==> config.mk <==
export PLATFORM = sky130hd
export DESIGN_NAME = traffic_timebase
export DESIGN_NICKNAME = d
export VERILOG_FILES = /design/src/rtl/traffic_timebase_pkg.sv /design/src/rtl/traffic_debounce.sv /design/src/rtl/traffic_timebase.sv
export SDC_FILE = /design/constraint.sdc
export NUM_CORES = 1
export LEC_CHECK = 0
export BUFFER_PORTS_ARGS = -buffer_cell sky130_fd_sc_hd__buf_2
export CAP_MARGIN = 20
export CORE_MARGIN = 2
export CORE_UTILIZATION = 30
export CTS_CLUSTER_SIZE = 24
export DETAILED_ROUTE_END_ITERATION = 6
export PLACE_DENSITY = 0.45
export REMOVE_ABC_BUFFERS = 1
export SYNTH_ARGS = -nofsm -noshare
export SYNTH_HDL_FRONTEND = slang
export SYNTH_SLANG_ARGS = --single-unit
export TNS_END_PERCENT = 1
==> constraint.sdc <==
create_clock -name clk -period 2.5 [get_ports clk]
set_input_delay 0.5 -clock clk [delete_from_list [all_inputs] [get_ports clk]]
set_output_delay 0.5 -clock clk [all_outputs]
set_load 0.005 [all_outputs]
==> src/rtl/traffic_timebase_pkg.sv <==
// -----------------------------------------------------------------------------
// traffic_timebase_pkg
//   Shared timing definitions for the traffic light front end. The controller
//   and its bench take CLK_HZ / TICK_HZ from here, so every block derives the
//   same tick divider.
//
//   Contents:
//     DEF_CLK_HZ     system clock frequency (Hz)
//     DEF_TICK_HZ    tick strobe rate (Hz)
//     DEF_DB_CYCLES  clocks a synchronised button must be stable (10 ms)
//     DEF_TCNT_W     width of the tick counter
//     calc_div()     clock divide ratio for a given clock / tick rate
//     cnt_width()    register width able to hold 0 .. n-1 (never below 1)
// -----------------------------------------------------------------------------
package traffic_timebase_pkg;

    localparam int DEF_CLK_HZ    = 100_000_000;
    localparam int DEF_TICK_HZ   = 1;
    localparam int DEF_DB_CYCLES = 1_000_000;
    localparam int DEF_TCNT_W    = 8;

    // Divide ratio between system clock and tick; must come out >= 2.
    function automatic int calc_div(input int clk_hz, input int tick_hz);
        return clk_hz / tick_hz;
    endfunction

    // Width of a counter that runs 0 .. n-1. Clamped to one bit so that tiny
    // parameter values still give a legal vector.
    function automatic int cnt_width(input int n);
        return (n <= 2) ? 1 : $clog2(n);
    endfunction

endpackage

==> src/rtl/traffic_debounce.sv <==
// -----------------------------------------------------------------------------
// traffic_debounce
//   Debounces an already-synchronised level. The output only follows the input
//   after the input has held the new level for DB_CYCLES consecutive clocks.
//   Any return to the current output level before then restarts the count.
//   Press and release are treated identically.
//
//   Parameters:
//     DB_CYCLES  stable clocks required to change the output level
//
//   Ports:
//     clk       in   system clock, rising edge
//     rst       in   synchronous, active-high reset
//     din_sync  in   synchronised (not debounced) level
//     dout      out  debounced level, registered
// -----------------------------------------------------------------------------
module traffic_debounce
    import traffic_timebase_pkg::*;
#(
    parameter int DB_CYCLES = DEF_DB_CYCLES
) (
    input  logic clk,
    input  logic rst,
    input  logic din_sync,
    output logic dout
);

    localparam int CNT_W = cnt_width(DB_CYCLES);
    localparam logic [CNT_W-1:0] CNT_LAST = CNT_W'(DB_CYCLES - 1);

    // cnt == 0 with din_sync == dout is the stable state; any non-zero count
    // means a candidate level change is being timed.
    logic [CNT_W-1:0] cnt;

    always_ff @(posedge clk) begin
        if (rst) begin
            cnt  <= '0;
            dout <= 1'b0;
        end else if (din_sync == dout) begin
            cnt <= '0;
        end else if (cnt == CNT_LAST) begin
            dout <= din_sync;
            cnt  <= '0;
        end else begin
            cnt <= cnt + CNT_W'(1);
        end
    end

endmodule

==> src/rtl/traffic_timebase.sv <==
// -----------------------------------------------------------------------------
// traffic_timebase
//   Input conditioning in front of the traffic light controller.
//     - Prescaler: one-clock 'tick' strobe every DIV enabled clocks, with a
//       wrapping count of ticks issued.
//     - Pedestrian button: two-flop synchroniser, debounce, and a request
//       latch that holds a press until the controller acknowledges it.
//   All outputs are registered; there is no combinational input-to-output
//   path.
//
//   Parameters:
//     CLK_HZ     system clock frequency; DIV = CLK_HZ / TICK_HZ (>= 2)
//     TICK_HZ    tick strobe rate
//     DB_CYCLES  debounce stability time in clocks
//     TCNT_W     width of tick_count
//
//   Ports:
//     clk          in   system clock, rising edge
//     rst          in   synchronous, active-high reset (overrides everything)
//     en           in   prescaler enable; low freezes the divider
//     ped_btn_raw  in   asynchronous, bouncing pedestrian button
//     ped_ack      in   one-cycle pulse: controller has serviced the request
//     tick         out  one-clock strobe every DIV enabled clocks
//     tick_count   out  ticks issued, modulo 2^TCNT_W
//     ped_btn_db   out  debounced button level
//     ped_req      out  latched pedestrian request
// -----------------------------------------------------------------------------
module traffic_timebase
    import traffic_timebase_pkg::*;
#(
    parameter int CLK_HZ    = DEF_CLK_HZ,
    parameter int TICK_HZ   = DEF_TICK_HZ,
    parameter int DB_CYCLES = DEF_DB_CYCLES,
    parameter int TCNT_W    = DEF_TCNT_W
) (
    input  logic              clk,
    input  logic              rst,
    input  logic              en,
    input  logic              ped_btn_raw,
    input  logic              ped_ack,
    output logic              tick,
    output logic [TCNT_W-1:0] tick_count,
    output logic              ped_btn_db,
    output logic              ped_req
);

    localparam int DIV   = calc_div(CLK_HZ, TICK_HZ);
    localparam int DIV_W = cnt_width(DIV);
    localparam logic [DIV_W-1:0] DIV_LAST = DIV_W'(DIV - 1);

    // ------------------------------------------------------------------
    // Prescaler. The tick strobe and its count are registered on the same
    // edge, so tick_count already includes the tick that is currently high.
    // Because div_cnt restarts at 0 after a tick, two ticks are always at
    // least DIV >= 2 clocks apart.
    // ------------------------------------------------------------------
    logic [DIV_W-1:0] div_cnt;

    always_ff @(posedge clk) begin
        if (rst) begin
            div_cnt    <= '0;
            tick       <= 1'b0;
            tick_count <= '0;
        end else if (en) begin
            if (div_cnt == DIV_LAST) begin
                div_cnt    <= '0;
                tick       <= 1'b1;
                tick_count <= tick_count + TCNT_W'(1);
            end else begin
                div_cnt <= div_cnt + DIV_W'(1);
                tick    <= 1'b0;
            end
        end else begin
            tick <= 1'b0;
        end
    end

    // ------------------------------------------------------------------
    // Two-flop synchroniser. Only sync_s2 is consumed downstream; sync_s1
    // is left to settle out of metastability.
    // ------------------------------------------------------------------
    logic sync_s1;
    logic sync_s2;

    always_ff @(posedge clk) begin
        if (rst) begin
            sync_s1 <= 1'b0;
            sync_s2 <= 1'b0;
        end else begin
            sync_s1 <= ped_btn_raw;
            sync_s2 <= sync_s1;
        end
    end

    traffic_debounce #(
        .DB_CYCLES (DB_CYCLES)
    ) u_debounce (
        .clk      (clk),
        .rst      (rst),
        .din_sync (sync_s2),
        .dout     (ped_btn_db)
    );

    // ------------------------------------------------------------------
    // Request latch. Only the rising edge of the debounced level sets the
    // request, so holding or releasing the button never adds or clears one.
    // When a new press and an ack coincide, the press wins so it is not lost.
    // ------------------------------------------------------------------
    logic db_prev;
    logic db_rise;

    assign db_rise = ped_btn_db & ~db_prev;

    always_ff @(posedge clk) begin
        if (rst) begin
            db_prev <= 1'b0;
            ped_req <= 1'b0;
        end else begin
            db_prev <= ped_btn_db;
            if (db_rise) begin
                ped_req <= 1'b1;
            end else if (ped_ack) begin
                ped_req <= 1'b0;
            end
        end
    end

endmodule

# Word level (Yosys, flattened, before mapping)
# Index checks and enable logic that the tools add are counted.
# classes
addsub	3
n_eq_ne	3
muxes	4
n_bitwise	4
n_reduce_logical	5
# ops
cell	count
27-bit by 1-bit adder with 27-bit output (second input constant)	1
27-bit == test (second input constant)	1
27-bit two-way mux	1
20-bit by 1-bit adder with 20-bit output (second input constant)	1
20-bit == test (second input constant)	1
8-bit by 1-bit adder with 8-bit output (second input constant)	1
2-bit AND reduction	2
1-bit two-way mux	3
1-bit inverter	3
3-bit OR reduction	1
2-bit nonzero test	1
2-bit OR reduction	1
1-bit AND	1
1-bit == test	1
# totals
register_bits	61
output_inout_bits	11

# Depth between registers and ports, before layout
# Gate-level depths: netlist (run 1).
# logic_depth
ltp_word	3
mapped_depth	8

# Modules after synthesis
# Synthesis (run 1) repeated with hierarchy kept, for this count alone.
# hier_totals
cells_unflattened	319
area_unflattened_um2	2844.0
# modules_own_cells
module	n_inst	cells_per_inst	area_per_inst_um2
traffic_timebase	1	212	1851.8
traffic_debounce	1	107	992.2

# Worst setup path before layout (run 1)
# No wires, ideal clock.
# synth_timing
path_kind	reg-to-reg
startpoint	reg u_debounce.cnt[6]
endpoint	reg u_debounce.cnt[10]
setup_ns	0.115
arrival_time_ns	1.783
path_slack_ns	0.603
path_stages_with_launch	6
synth_period_minus_slack_ns	1.897
cell_sequence	dfxtp_1 -> or4_1 -> or4_4 -> o21ai_4 -> buf_6 -> nor2_1
# synth_via
elab_chain_cells	2
elab_cells_between_ends	3
cone_classes	1 x add/sub; 1 x eq/ne; 1 x reduce/logical
# synth_rtl
item	line	text
from (decl)	traffic_debounce.sv:33	logic [CNT_W-1:0] cnt;
from (signal assigned)	traffic_debounce.sv:45	cnt <= cnt + CNT_W'(1);
branches (longest 2 deep; another with 20-bit by 1-bit adder with 20-bit output)	--	
# Several ways; the timed one is not identified.
# A chain may end at the register's enable or synchronous reset.

# Final worst setup path (run 1)
# layout_timing
startpoint	reg u_debounce.cnt[6]
endpoint	reg u_debounce.cnt[13]
# Same word-level chain as after synthesis.

==> reports/qor.txt, run 1 <==
CTS root buf - clkbuf_8
H-tree levels - 3
I/O pins - 16
Leak - 0.00100 uW
CP startpoint kind - flip-flop
Final hold vios - 0
Placer Congestion - 0.724
HPWL Detailed - 3770 um
Share of the synthesized area in the top cell type - 44.4%
Crit Path Category - reg2reg
# hold bufs at CTS - 0
FP Rows - 34
F_max - 477 MHz
Clock latency on the worst-skew pair - 340 ps
Reg2reg start - u_debounce.cnt[6]
CP startpoint - u_debounce.cnt[6]
Min-delay src - ped_btn_raw
Post-layout util - 35.5%
Top cells by count, synth - dfxtp_1 (61), nor2_1 (30), a21oi_1 (28), nand3_1 (23), or4_1 (17)
Ant diodes - 0
Largest area contributor in the netlist - dfxtp_1
Final TNS setup - 0 ps
Final WL - 5680 um
Reg2reg path depth - 4
Placed cell areas - 2930 um2
Clock skew - 9.42 ps
Post-layout nets - 339
Fin. max-slew vios - 0
Full die area - 9940 um2
Ys async rst share - 0%
CTS tree - done
Clock tree sinks - 61
Max-cap violation count - 0
IO buf count - 15
Max FFs per register - 27
Via Count - 2303
Crit path to - u_debounce.cnt[13]
Peak supply drop - 362 uV
# DRC - 0
Top delay family on crit path - simple AND/OR/NAND/NOR gates
Ranking of synthesized cells by area - dfxtp_1 (44%), a21oi_1 (5.1%), or4_1 (4.6%)
Tcrit/Tclk final - 83.9%
First drt pass iteration count - 4
Worst R2R Setup Slack - 400 ps
Vias in the first global route - 2154
CTS resizes - 0
Final setup viols - 0
Slew @ Worst Pin - 520 ps
Slowest-stage cell, CP - or4_1
RSZ-0062 raised after global routing - false
Die Width - 99.7 um
Max Root-Sink Buffers - 2
CP Cell Sequence - or4_1 -> or4_4 -> o21ai_4 -> nor2_1
Crit path buffers/inverters - 0
Mapped Cells - 314
Antenna violations before repair - 0
Count of different cell masters after synthesis - 31
Share of cells above drive strength 1 - 10.7%
Worst path arrival time - 2300 ps
Chip Height - 99.7 um
Clock-pin slew on the worst setup and hold paths - 80 ps
P per Cell Area - 598 nW/um2
CTS buffer count - 9
All-Layer GR Usage - 12.3%
FF-to-FF End - u_debounce.cnt[13]
Stages on worst setup path - 4
DR vias/cell - 5.20
Postcts setup bufs - 0
Setup crit end kind - flip-flop
Number of flops mapped to enable cells by yosys - 0
First-pass GRT wire length - 9860 um
Run status - finished clean
Flops & latches, synth - 61
Ys Warns - 0
Post-synthesis sequential area ratio - 44.4%
Fin area - 3120 um2
Wire per inst - 12.8 um
Cell Area, Synth - 2750 um2
CP peak stage delay - 530 ps
CORE AREA - 8810 um2
Register bank with the most flops - div_cnt
Syn_area_per_cell - 8.75 um2
Grt ovf - 0
Max-Slew Margin vs Limit - 65.2%
Worst hold path class - in2reg
Largest registers - div_cnt: 27 flops, u_debounce.cnt: 20 flops, tick_count: 8 flops
Synth Flop Type - dfxtp_1
Period minus WS final - 2100 ps
Initial Utilization - 31.2%
Antenna Nets Post-Route - 0
CP Data Required Time - 2700 ps
CP max FO - 19
Top-count cell post-synth - dfxtp_1
Largest net degree at the start of global routing - 28
Fillers - 949
DR iter-0 viols - 69
Synth-to-layout area growth - 13.6%
-- worst reg2reg max path, cell delays in order (launching register included) --
cell     delay [ps]
dfxtp_1         370
or4_1           530
or4_4           520
o21ai_4         450
nor2_1          100
-- kinds of logic (layout without fill, tap and decap cells) --
logic type	Yosys count	in the layout	share of synthesized area, %
simple gates	143	143	29.5
buf+inv	22	43	3.42
compound gates	57	57	12.3
xor+xnor	27	27	8.61
mux	1	1	0.364
fa+ha+maj	3	3	1.37
flops	61	61	44.4
-- stage by stage --
| stage | hold WS [ps] | power (uW) | cells | setup WS, ps |
|---|---|---|---|---|
| finish | 400 | 1870 | 443 | 403 |
| global placement | 424 | 1030 | 428 | 427 |
| CTS | 395 | 1910 | 443 | 370 |
| detailed placement | 425 | 1040 | 428 | 386 |
| global route | 417 | 1950 | 443 | 273 |
| floorplan | 414 | 1020 | 300 | 553 |
-- cell usage in the layout (no fill, tap or decap), types with 3 or more instances in the layout --
| cell | Yosys | final |
|---|---|---|
| nand2_1 | 13 | 13 |
| dfxtp_1 | 61 | 61 |
| buf_4 | 0 | 5 |
| nor2_1 | 30 | 30 |
| a21oi_1 | 28 | 28 |
| inv_1 | 8 | 8 |
| o21ai_0 | 11 | 11 |
| nor2b_1 | 3 | 3 |
| xor2_1 | 13 | 13 |
| buf_2 | 3 | 15 |
| or3_1 | 13 | 13 |
| clkbuf_8 | 0 | 10 |
| xnor2_1 | 14 | 14 |
| and4_1 | 8 | 8 |
| nand4_1 | 12 | 12 |
| o31ai_1 | 16 | 16 |
| nand3_1 | 23 | 23 |
| nor3_1 | 4 | 4 |
| ha_1 | 3 | 3 |
| and3_1 | 7 | 7 |
| or4_1 | 17 | 17 |
| nor4_1 | 4 | 4 |
-- final cells by class --
type                       count  area (um2)  share of cell area, %
timing repair buffer          20         113                   3.61
inverter                       8        30.0                  0.962
tap                          108         135                   4.33
multi-input combinational    231        1430                   45.9
sequential                    61        1220                   39.1
clock inverter                 4        48.8                   1.56
clock buffer                  11         141                   4.53
-- how the worst min path moves through the flow --
stage,endpoint,cells after the start
floorplan,sync_s2,1
global placement,sync_s2,1
detailed placement,sync_s2,1
CTS,sync_s1,2
global route,sync_s1,2
finish,sync_s1,2
-- routing by layer --
metal  GRT usage (%)  up-vias  part of all wire (%)
met4            4.32        0                  0.76
met2            19.3       34                    46
met5               0        -                     0
li1                -     1186                     -
met1            15.4     1081                    49
met3            4.92        2                   3.7
-- power breakdown --
part / switching, uW / total (uW) / internal [uW]
sequential: 3.80 / 981 / 977
combinational: 20.5 / 31.4 / 10.9
clock: 375 / 856 / 481
(Power assumes the default switching activity.)
==> inputs of run 2 (changes only) <==
==> constraint.sdc (replaced) <==
create_clock -name clk -period 2 [get_ports clk]
set_input_delay 0.4 -clock clk [delete_from_list [all_inputs] [get_ports clk]]
set_output_delay 0.4 -clock clk [all_outputs]
set_load 0.005 [all_outputs]
==> reports/qor.txt, run 2 (synthesis gave the netlist of run 1 again) <==
Crit Path Category - reg2reg
Run status - finished clean
Clock skew - 7.48 ps
Placed cell areas - 3030 um2
Vias in the first global route - 2119
Die Width - 99.7 um
Worst hold path class - in2reg
Chip Height - 99.7 um
Ant diodes - 0
Highest-count cells in the layout ignoring fill and taps - dfxtp_1 (61), nor2_1 (30), a21oi_1 (28), nand3_1 (23), or4_1 (17)
Final setup viols - 0
P per Cell Area - 759 nW/um2
Fin. max-slew vios - 0
CP startpoint - div_cnt[0]
Fillers - 904
Via Count - 2318
Clock-pin slew on the worst setup and hold paths - 70 ps
Finished Layout Cells - 454
CP max FO - 16
Max-Slew Margin vs Limit - 75.2%
Peak supply drop - 384 uV
Antenna violations before repair - 0
DR vias/cell - 5.11
Grt ovf - 0
Full die area - 9940 um2
Fin area - 3250 um2
Placer Congestion - 0.715
RSZ-0062 raised after global routing - false
CP startpoint kind - flip-flop
Setup crit end kind - flip-flop
CORE AREA - 8810 um2
Register bank with the most flops - div_cnt
# DRC - 0
Min-delay src - ped_btn_raw
Synth-to-layout area growth - 18.4%
Power consumption - 2470 uW
Worst path arrival time - 2150 ps
Post-Place Cells - 438
Reg2reg start - div_cnt[0]
Max FFs per register - 27
Final WL - 5750 um
Largest registers - div_cnt: 27 flops, u_debounce.cnt: 20 flops, tick_count: 8 flops
Share of cells above drive strength 1 - 14.2%
HPWL Detailed - 3790 um
Wire per inst - 12.7 um
F_max - 530 MHz
Largest net degree at the start of global routing - 28
CTS buffer count - 9
IO buf count - 15
Initial Utilization - 31.2%
Commonest non-fill, non-tap cell in the layout - dfxtp_1
Final hold vios - 0
Clock latency on the worst-skew pair - 340 ps
Post-layout nets - 349
Max Root-Sink Buffers - 2
Period minus WS final - 1890 ps
First drt pass iteration count - 4
First-pass GRT wire length - 9960 um
DR iter-0 viols - 55
# hold bufs at CTS - 0
FP Rows - 34
Slew @ Worst Pin - 367 ps
Max-cap violation count - 0
All-Layer GR Usage - 12.4%
CTS root buf - clkbuf_8
Leak - 0.00107 uW
Tcrit/Tclk final - 94.3%
I/O pins - 16
Final TNS setup - 0 ps
CTS tree - done
Final hold slack - 296 ps
H-tree levels - 3
CP Data Required Time - 2270 ps
Clock tree sinks - 61
Antenna Nets Post-Route - 0
[run 2: cell type report]
type                            instances  area (um2)  share of cell area [%]
Clock inverter                          6        87.6                    2.69
Timing Repair Buffer                   30         216                    6.65
Tap cell                              108         135                    4.15
Multi-Input combinational cell        231        1440                    44.1
Sequential cell                        61        1220                    37.5
Clock buffer                           10         128                    3.92
Inverter                                8        30.0                   0.923
[run 2: layer usage]
layer	share of wire, %	GRT usage, %
met3	3.1	4.64
met2	47	20.3
met1	49	15.2
met4	1.2	3.79
met5	0	0
[run 2: report_power, final]
part           total (uW)  internal (uW)  switching [uW]
logic                43.5           17.9            25.5
registers            1230           1220            4.58
clock network        1200            702             499
total                2470           1940             529
[run 2: worst max-delay path, cell delays in order, from the launching register on]
cell and delay, ps:
dfxtp_1 370, ha_1 170, and4_2 290, nand4_1 140, buf_6 180, or4_1 490
a21oi_1 170
[run 2: path summary, 6_finish.rpt]
path,slack (ps),cells past startpoint,end
hold reg to reg,460,1,sync_s2
setup reg to reg,110,6,tick_count[4]
setup / recovery,110,6,tick_count[4]
hold / removal,300,2,sync_s1
[run 2: repair_timing]
item                       CTS  global route
setup buffers                0             0
gates resized for setup      0             3
setup endpoints to repair    0             4
[run 2: per-stage QoR]
| stage | setup WS, ps | utilization (%) |
|---|---|---|
| floorplan | 53.2 | - |
| detailed placement | 96.3 | 34.4 |
| global placement | 133 | 34.4 |
| global route | 7.48 | 36.9 |
| CTS | 39.9 | 36.9 |
| finish | 115 | 36.9 |
